===== src/rtl/uart_pkg.sv =====
// Shared UART definitions used by both the transmitter and the receiver.
// Holds the one-hot FSM state encodings, default frame parameters and the
// helper that sizes the oversample tick counter.
package uart_pkg;

  // Default frame shape: 8 data bits, one stop bit (16 oversample ticks).
  localparam int UART_NB_DATA = 8;
  localparam int UART_SB_TICK = 16;

  // Oversample ticks per start/data/parity bit.
  localparam int UART_OS_TICKS = 16;

  // One-hot state encodings. Keep these as plain constants because older
  // tools in the receiver flow consume them too.
  localparam logic [4:0] ST_IDLE   = 5'b00001;
  localparam logic [4:0] ST_START  = 5'b00010;
  localparam logic [4:0] ST_DATA   = 5'b00100;
  localparam logic [4:0] ST_PARITY = 5'b01000;
  localparam logic [4:0] ST_STOP   = 5'b10000;

  // The tick counter must hold both 0..15 and 0..SB_TICK-1 without wrapping.
  function automatic int tick_cnt_width(input int sb_tick);
    return ($clog2(sb_tick) > 4) ? $clog2(sb_tick) : 4;
  endfunction

endpackage


===== src/rtl/uart_tx_if.sv =====
// Transmitter bus: tick enable, start request and data toward the
// transmitter, serial line and status back.
// Ports: i_tick, i_tx_start, i_data (to tx); o_tx, o_tx_done_tick, o_busy (from tx).
interface uart_tx_if #(
  parameter int NB_DATA = 8
);
  logic               i_tick;
  logic               i_tx_start;
  logic [NB_DATA-1:0] i_data;
  logic               o_tx;
  logic               o_tx_done_tick;
  logic               o_busy;

  // master: the parent that requests frames; slave: the transmitter.
  modport master (
    output i_tick, i_tx_start, i_data,
    input  o_tx, o_tx_done_tick, o_busy
  );

  modport slave (
    input  i_tick, i_tx_start, i_data,
    output o_tx, o_tx_done_tick, o_busy
  );
endinterface


===== src/rtl/uart_tx.sv =====
// UART transmitter: serialises start, NB_DATA data bits (LSB first), optional
// parity and a stop period of SB_TICK oversample ticks.
// Latency: line goes low on the edge after i_tx_start is accepted in IDLE;
// frame lasts (1+NB_DATA+PARITY_EN)*16+SB_TICK ticks, o_tx_done_tick at the end.
// Backpressure: none; i_tx_start while busy is dropped, o_busy tells the parent.
// Ports: i_clk, i_reset (sync, active-high), bus (uart_tx_if.slave).
module uart_tx
  import uart_pkg::*;
#(
  parameter int NB_DATA    = UART_NB_DATA,
  parameter int SB_TICK    = UART_SB_TICK,
  parameter int PARITY_EN  = 0,
  parameter int PARITY_ODD = 0
) (
  input  logic       i_clk,
  input  logic       i_reset,
  uart_tx_if.slave   bus
);

  localparam int TW = tick_cnt_width(SB_TICK);
  // NB_DATA is limited to 5..8, so three bits always cover the bit index.
  localparam int BW = 3;

  localparam logic [TW-1:0] BIT_TICK_LAST  = TW'(UART_OS_TICKS - 1);
  localparam logic [TW-1:0] STOP_TICK_LAST = TW'(SB_TICK - 1);
  localparam logic [BW-1:0] BIT_CNT_LAST   = BW'(NB_DATA - 1);
  localparam logic          PAR_INV        = (PARITY_ODD != 0);
  localparam logic          PAR_ON         = (PARITY_EN != 0);

  logic [4:0]         state_q,    state_d;
  logic [TW-1:0]      tick_cnt_q, tick_cnt_d;
  logic [BW-1:0]      bit_cnt_q,  bit_cnt_d;
  logic [NB_DATA-1:0] shift_q,    shift_d;
  logic               parity_q,   parity_d;
  logic               tx_q,       tx_d;
  logic               done_q,     done_d;

  always_ff @(posedge i_clk) begin
    if (i_reset) begin
      state_q    <= ST_IDLE;
      tick_cnt_q <= '0;
      bit_cnt_q  <= '0;
      shift_q    <= '0;
      parity_q   <= 1'b0;
      tx_q       <= 1'b1;
      done_q     <= 1'b0;
    end else begin
      state_q    <= state_d;
      tick_cnt_q <= tick_cnt_d;
      bit_cnt_q  <= bit_cnt_d;
      shift_q    <= shift_d;
      parity_q   <= parity_d;
      tx_q       <= tx_d;
      done_q     <= done_d;
    end
  end

  // o_tx is registered, so every transition also loads the line value that
  // belongs to the state being entered.
  always_comb begin
    state_d    = state_q;
    tick_cnt_d = tick_cnt_q;
    bit_cnt_d  = bit_cnt_q;
    shift_d    = shift_q;
    parity_d   = parity_q;
    tx_d       = tx_q;
    done_d     = 1'b0;

    case (state_q)
      ST_IDLE: begin
        tx_d = 1'b1;
        if (bus.i_tx_start) begin
          shift_d    = bus.i_data;
          // Parity is fixed at capture so later i_data changes cannot leak in.
          parity_d   = (^bus.i_data) ^ PAR_INV;
          tick_cnt_d = '0;
          state_d    = ST_START;
          tx_d       = 1'b0;
        end
      end

      ST_START: begin
        if (bus.i_tick) begin
          if (tick_cnt_q == BIT_TICK_LAST) begin
            tick_cnt_d = '0;
            bit_cnt_d  = '0;
            state_d    = ST_DATA;
            tx_d       = shift_q[0];
          end else begin
            tick_cnt_d = tick_cnt_q + 1'b1;
          end
        end
      end

      ST_DATA: begin
        if (bus.i_tick) begin
          if (tick_cnt_q == BIT_TICK_LAST) begin
            tick_cnt_d = '0;
            shift_d    = {1'b0, shift_q[NB_DATA-1:1]};
            if (bit_cnt_q == BIT_CNT_LAST) begin
              if (PAR_ON) begin
                state_d = ST_PARITY;
                tx_d    = parity_q;
              end else begin
                state_d = ST_STOP;
                tx_d    = 1'b1;
              end
            end else begin
              bit_cnt_d = bit_cnt_q + 1'b1;
              // Next bit is the one about to become the LSB.
              tx_d      = shift_q[1];
            end
          end else begin
            tick_cnt_d = tick_cnt_q + 1'b1;
          end
        end
      end

      ST_PARITY: begin
        if (bus.i_tick) begin
          if (tick_cnt_q == BIT_TICK_LAST) begin
            tick_cnt_d = '0;
            state_d    = ST_STOP;
            tx_d       = 1'b1;
          end else begin
            tick_cnt_d = tick_cnt_q + 1'b1;
          end
        end
      end

      ST_STOP: begin
        if (bus.i_tick) begin
          if (tick_cnt_q == STOP_TICK_LAST) begin
            tick_cnt_d = '0;
            state_d    = ST_IDLE;
            done_d     = 1'b1;
            tx_d       = 1'b1;
          end else begin
            tick_cnt_d = tick_cnt_q + 1'b1;
          end
        end
      end

      default: begin
        // Corrupted one-hot vector: return to a clean idle line.
        state_d    = ST_IDLE;
        tick_cnt_d = '0;
        bit_cnt_d  = '0;
        shift_d    = '0;
        parity_d   = 1'b0;
        tx_d       = 1'b1;
      end
    endcase
  end

  assign bus.o_tx           = tx_q;
  assign bus.o_tx_done_tick = done_q;
  assign bus.o_busy         = (state_q != ST_IDLE);

endmodule


===== src/flat_wrapper.sv =====
// flat-port wrapper written by rule: the top's interface ports become plain ports
module uart_tx_flat import uart_pkg::*;
#(
  parameter int NB_DATA    = UART_NB_DATA,
  parameter int SB_TICK    = UART_SB_TICK,
  parameter int PARITY_EN  = 0,
  parameter int PARITY_ODD = 0
)
  (i_clk, i_reset, bus_i_tick, bus_i_tx_start, bus_i_data, bus_o_tx, bus_o_tx_done_tick, bus_o_busy);
  uart_tx_if #(.NB_DATA(NB_DATA)) bus_i ();
  input  logic i_clk;
  input  logic i_reset;
  input wire logic [$bits(bus_i.i_tick)-1:0] bus_i_tick;
  input wire logic [$bits(bus_i.i_tx_start)-1:0] bus_i_tx_start;
  input wire logic [$bits(bus_i.i_data)-1:0] bus_i_data;
  output wire logic [$bits(bus_i.o_tx)-1:0] bus_o_tx;
  output wire logic [$bits(bus_i.o_tx_done_tick)-1:0] bus_o_tx_done_tick;
  output wire logic [$bits(bus_i.o_busy)-1:0] bus_o_busy;
  assign bus_i.i_tick = bus_i_tick;
  assign bus_i.i_tx_start = bus_i_tx_start;
  assign bus_i.i_data = bus_i_data;
  assign bus_o_tx = bus_i.o_tx;
  assign bus_o_tx_done_tick = bus_i.o_tx_done_tick;
  assign bus_o_busy = bus_i.o_busy;
  uart_tx #(.NB_DATA(NB_DATA), .SB_TICK(SB_TICK), .PARITY_EN(PARITY_EN), .PARITY_ODD(PARITY_ODD)) u_core (.i_clk(i_clk), .i_reset(i_reset), .bus(bus_i));
endmodule

===== config.mk =====
export PLATFORM = sky130hd
export DESIGN_NAME = uart_tx_flat
export DESIGN_NICKNAME = d
export VERILOG_FILES = /design/src/rtl/uart_pkg.sv /design/src/rtl/uart_tx_if.sv /design/src/rtl/uart_tx.sv /design/src/flat_wrapper.sv
export SDC_FILE = /design/constraint.sdc
export NUM_CORES = 1
export LEC_CHECK = 0
export BUFFER_PORTS_ARGS = -buffer_cell sky130_fd_sc_hd__buf_4
export CORE_ASPECT_RATIO = 0.75
export CORE_UTILIZATION = 35
export CTS_BUF_LIST = sky130_fd_sc_hd__clkbuf_4 sky130_fd_sc_hd__clkbuf_8
export DETAILED_ROUTE_END_ITERATION = 8
export GPL_TIMING_DRIVEN = 0
export PLACE_DENSITY = 0.54
export REMOVE_ABC_BUFFERS = 1
export SETUP_SLACK_MARGIN = 0.1
export SYNTH_ARGS = -nofsm -noshare
export SYNTH_HDL_FRONTEND = slang
export SYNTH_SLANG_ARGS = --single-unit
export TNS_END_PERCENT = 50

===== constraint.sdc =====
create_clock -name i_clk -period 2 [get_ports i_clk]
set_input_delay 0.1 -clock i_clk [delete_from_list [all_inputs] [get_ports i_clk]]
set_output_delay 0.1 -clock i_clk [all_outputs]
set_load 0.02 [all_outputs]

# [Word-level counts from Yosys, hierarchy flattened]
# Cells that the tools add are included.
[op_classes] addsub=2 eq_ne=22 bitwise_logic=4 mux=35 reduce_logical=10
[op_table] op="$mux 5" count=10
[op_table] op="$pmux 5 s5" count=1
[op_table] op="$mux 8" count=3
[op_table] op="$pmux 8 s3" count=1
[op_table] op="$ne 2x1->1 const B" count=8
[op_table] op="$mux 3" count=5
[op_table] op="$mux 4" count=3
[op_table] op="$ne 2x2->1 const B" count=6
[op_table] op="$reduce_and 6->1" count=2
[op_table] op="$reduce_and 10->1" count=1
[op_table] op="$mux 1" count=9
[op_table] op="$pmux 3 s3" count=1
[op_table] op="$reduce_or 3->1" count=3
[op_table] op="$pmux 4 s2" count=1
[op_table] op="$eq 5x1->1 const B" count=1
[op_table] op="$eq 5x2->1 const B" count=1
[op_table] op="$eq 5x3->1 const B" count=1
[op_table] op="$eq 5x4->1 const B" count=1
[op_table] op="$eq 5x5->1 const B" count=1
[op_table] op="$ne 5x1->1 const B" count=1
[op_table] op="$add 4x1->4 const B" count=1
[op_table] op="$eq 4x4->1 const B" count=1
[op_table] op="$not 1->1" count=4
[op_table] op="$pmux 1 s4" count=1
[op_table] op="6 further kinds" count=6
[word_totals] output_inout_bits=3 regBits=22 wordCells=79

# [Depth between registers and ports, before layout]
[depth] word_depth=5 mapped_depth=6

# [Worst setup path after synthesis]
# Ideal clock, no wire load.
[synth_timing] kind="reg-to-reg" startpoint="register u_core.tick_cnt_q[0]" endpoint="register u_core.bit_cnt_q[0]" n_path_buf=0 path_stages_with_launch=6 setup_ps=117 required_ps=1883 arrival_time_ps=1456 setup_slack_ps=427 path_cell_list="dfxtp_1 ha_1 nand4_1 a221oi_1 nand2_1 o2bb2ai_1"
[synth_between] elab_chain_cells=3 elab_cells_between_ends=4 cone_classes="3 x eq/ne; 1 x reduce/logical"
[synth_rtl] element="start, declared" line="uart_tx.sv:31" rtl="logic [TW-1:0] tick_cnt_q, tick_cnt_d;"
[synth_rtl] element="start signal, assigned" line="uart_tx.sv:49" rtl="tick_cnt_q <= tick_cnt_d;"
[synth_rtl] element="$eq 4x4->1 *" line="uart_tx.sv:84, uart_tx.sv:97"
[synth_rtl] element="$ne 2x1->1 (no source line)"
[synth_rtl] element="$reduce_and 6->1 (no source line) *"
[synth_rtl] element="end signal, assigned" line="uart_tx.sv:50" rtl="bit_cnt_q <= bit_cnt_d;"
[synth_rtl] element="end, declared" line="uart_tx.sv:32" rtl="logic [BW-1:0] bit_cnt_q, bit_cnt_d;"
# Mark *: on every way between the ends. The rest lies on a longest branch, timed or not.
# A chain may end at the register's enable or synchronous reset.

# [Final worst setup path]
[layout_timing] startpoint="register u_core.tick_cnt_q[0]" endpoint="register u_core.bit_cnt_q[2]"
# Same word-level chain as after synthesis.

==> impl_metrics.toml <==
[status]
status = "complete, no violations"

[setup_path]
rrSetupSlack_ns = 0.25
reg2reg_to = "u_core.bit_cnt_q[2]$_SDFFE_PP0P_"
max_stage_delay_ns = 0.38
required_ns = 2.15
crit_path_start_kind = "flop"
cp_data_arrival_time_ns = 1.90
path_class = "reg -> reg"
timing.critical_path.to = "u_core.bit_cnt_q[2]$_SDFFE_PP0P_"
crit_cells = 6
end_kind = "flop"
cpLargestDelayFamily = "flip-flops"
timing.rr.start = "u_core.tick_cnt_q[0]$_SDFFE_PP0P_"
path_cells = "ha_1 -> nand4_1 -> buf_4 -> a221oi_1 -> nand2_1 -> mux2i_1"
slowest_stage = "dfxtp_1"
worstRegToRegCells = 6
crit_path_start = "u_core.tick_cnt_q[0]$_SDFFE_PP0P_"
critPathMaxFanout = 8
cp_num_buf_inv = 1

[sta]
worst_slew_pin_slew_ns = 0.5805
fmax_mhz = 572.4
finalHoldWorstSlack_ns = 0.1148
worst_slack_ns = 0.2530
rsz0062_at_grt = "false"
max-slew-margin-rel_pct = 61.15
finalCriticalPeriod_ns = 1.747
final.period_utilization_pct = 87.35
finalMaxSlewViolations = 0
hold_viol_final = 0
skew_ns = 0.005303
setup_viol = 0

[flow_run]
drv_cap = 0

[yosys]
synth-edff-count = 0
synthTopCellsByArea = "dfxtp_1 32%, a22o_1 5.4%, nand4_1 5.3%"
syn_inst = 145
ys_warn_count = 0
yosysSeqAreaShare_pct = 32.50
syn_area_um2 = 1294
synth_top_cell_by_area = "dfxtp_1"
synthFlopType = "dfxtp_1"
synth-seq-cells = 21
synth_area_per_cell_um2 = 8.922
ys_types = 44
synth_async_sr_flop_share_pct = 0
synth_top_area_share_pct = 32.50

[floorplan]
fp.dieArea_um2 = 3946
core-area_um2 = 3401
die-height_um = 54.65
die_w_um = 72.21
row_count = 18
io_pins = 15
initial_core_util_pct = 38.04

[detailed_routing]
totalWireLength_um = 3025
vias = 1191
drcViolationCount = 0
routed_via_density = 5.726
drt-wirelength-per-cell_um = 14.54
drt-initial-drc-count = 177
ant_nets = 0
dr.pass1.iters = 5

[cts]
cts.sinks = 21
cts_tree = "yes"
clkTransAtPathRegs_ns = 0.08
clk_latency_ns = 0.26
cts_root_buffer = "clkbuf_8"
htreeDepth = 1
clk_path_buf_depth = 2
cts_buffers = 3

[min_path]
hold_path.class = "in -> reg"

[power_and_ir_drop]
power.density_nw_per_um2 = 1161
power.leakage_nw = 0.5726
peakVddDrop_mv = 0.4911

[grt]
grt_pass1_wl_um = 4954
antenna_found_initial = 0
grt_overflow = 0
grt_max_degree = 20
grt_pass1_vias = 964
grtUsageTotal_pct = 16.55

[placed_design]
port_buffers = 14
dpl_worst_slack_ns = -0.03870
placed_cell_area_um2 = 1405
hpwl_um = 2094
gp_routability_congestion = 0.8023

[layout]
drive_above_1_share_pct = 25.32
design_area_um2 = 1508
nNetsFinal = 174
antenna_cells = 0
fin_util_pct = 44.33
area.growth.synth_to_final_pct = 16.54
metrics by stage:
| stage | instances | power (W) | setup TNS (ns) |
|---|---|---|---|
| 4_1_cts | 204 | 0.001680 | 0 |
| 3_5_place_dp | 200 | 0.001374 | -0.03870 |
| 3_3_place_gp | 200 | 0.001364 | -0.05375 |
| 2_1_floorplan | 136 | 0.001176 | 0 |
| 6_report | 208 | 0.001750 | 0 |
| 5_1_grt | 208 | 0.001881 | 0 |
registers in the layout, indices dropped and copies added (netlist names):
| name | flops |
|---|---|
| u_core.shift_q | 8 |
| u_core.state_q | 4 |
| u_core.tick_cnt_q | 4 |
| u_core.bit_cnt_q | 3 |
| u_core.bus.o_tx | 1 |
| u_core.bus.o_tx_done_tick | 1 |
timing repair:
action / in CTS / in global routing
hold buffers: 0 / 0
buffers inserted: 0 / 4
hold endpoints to repair: 0 / 0
pin swaps: 0 / 1
endpoints found under the setup margin: 3 / 18
cloned: 0 / 0
gates resized for setup: 3 / 5
power by group:
part	leakage (nW)	internal (W)	switching (W)
Sequential	0.172	0.000499	0.000111
Combinational	0.374	0.000390	0.000455
Clock	0.0262	0.000156	0.000140
worst min path at each step:
stage / start / cells after the start / endpoint / slack, ns
6_report: bus_i_data[7] / 3 / u_core.shift_q[7]$_SDFFE_PP0P_ / 0.11
5_1_grt: bus_i_data[7] / 3 / u_core.shift_q[7]$_SDFFE_PP0P_ / 0.13
4_1_cts: bus_i_data[7] / 3 / u_core.shift_q[7]$_SDFFE_PP0P_ / 0.11
3_5_place_dp: bus_i_data[7] / 3 / u_core.shift_q[7]$_SDFFE_PP0P_ / 0.39
3_3_place_gp: bus_i_data[7] / 3 / u_core.shift_q[7]$_SDFFE_PP0P_ / 0.38
2_1_floorplan: i_reset / 1 / u_core.shift_q[0]$_SDFFE_PP0P_ / 0.17
Yosys cell counts (all sizes together), types with 3 or more instances:
library cell	n
buf	7
o32ai	3
o21ai	11
dfxtp	21
mux2i	4
inv	8
nor2	6
ha	3
nand4	11
nand3	5
a22o	8
a21oi	10
nor2b	6
nand2	12
cells by family after synthesis:
family,Yosys count,synth area share (%)
buffers and inverters,17,6.673
adder cells (fa/ha/maj),3,2.902
AO/OA/AOI/OAI,49,29.30
multiplexers,5,4.255
AND/OR/NAND/NOR,48,22.44
XOR/XNOR,2,1.935
flip-flops,21,32.49
worst reg2reg max path, cell delays in order, from the launching register on:
cell and delay [ns]:
dfxtp_1 0.38, ha_1 0.26, nand4_1 0.13, buf_4 0.19
a221oi_1 0.34, nand2_1 0.18, mux2i_1 0.15
cell type report:
class / instances / area [µm²]
Fill cell: 354 / 1893
Multi-Input combinational cell: 107 / 805.8
Sequential cell: 21 / 425.4
Timing Repair Buffer: 18 / 135.1
Tap cell: 50 / 62.56
Clock buffer: 4 / 48.80
Inverter: 8 / 30.03
per-layer routing:
metal	global-route usage (%)	routed length (µm)	vias to the layer above
met5	0	0	-
met4	2.941	8	0
met3	4.788	155	2
met2	22.12	1303	22
met1	25.55	1558	590
li1	-	-	577
layout by cell type, fill, tap and decap left out, types with 2 or more instances in the layout:
| master | instances |
|---|---|
| a22o_1 | 8 |
| o32ai_1 | 3 |
| nor4b_4 | 2 |
| clkbuf_8 | 3 |
| nor2_1 | 4 |
| nand2b_1 | 2 |
| inv_1 | 7 |
| buf_4 | 18 |
| nor2_2 | 2 |
| dfxtp_1 | 17 |
| o21ai_0 | 11 |
| ha_1 | 3 |
| and3_1 | 2 |
| nand3_1 | 5 |
| dfxtp_2 | 4 |
| nor2b_1 | 4 |
| nand4_1 | 11 |
| nor2b_2 | 2 |
| nand2_1 | 12 |
| o2bb2ai_1 | 2 |
| mux2i_1 | 4 |
| a21oi_1 | 10 |
(Power assumes the default switching activity.)
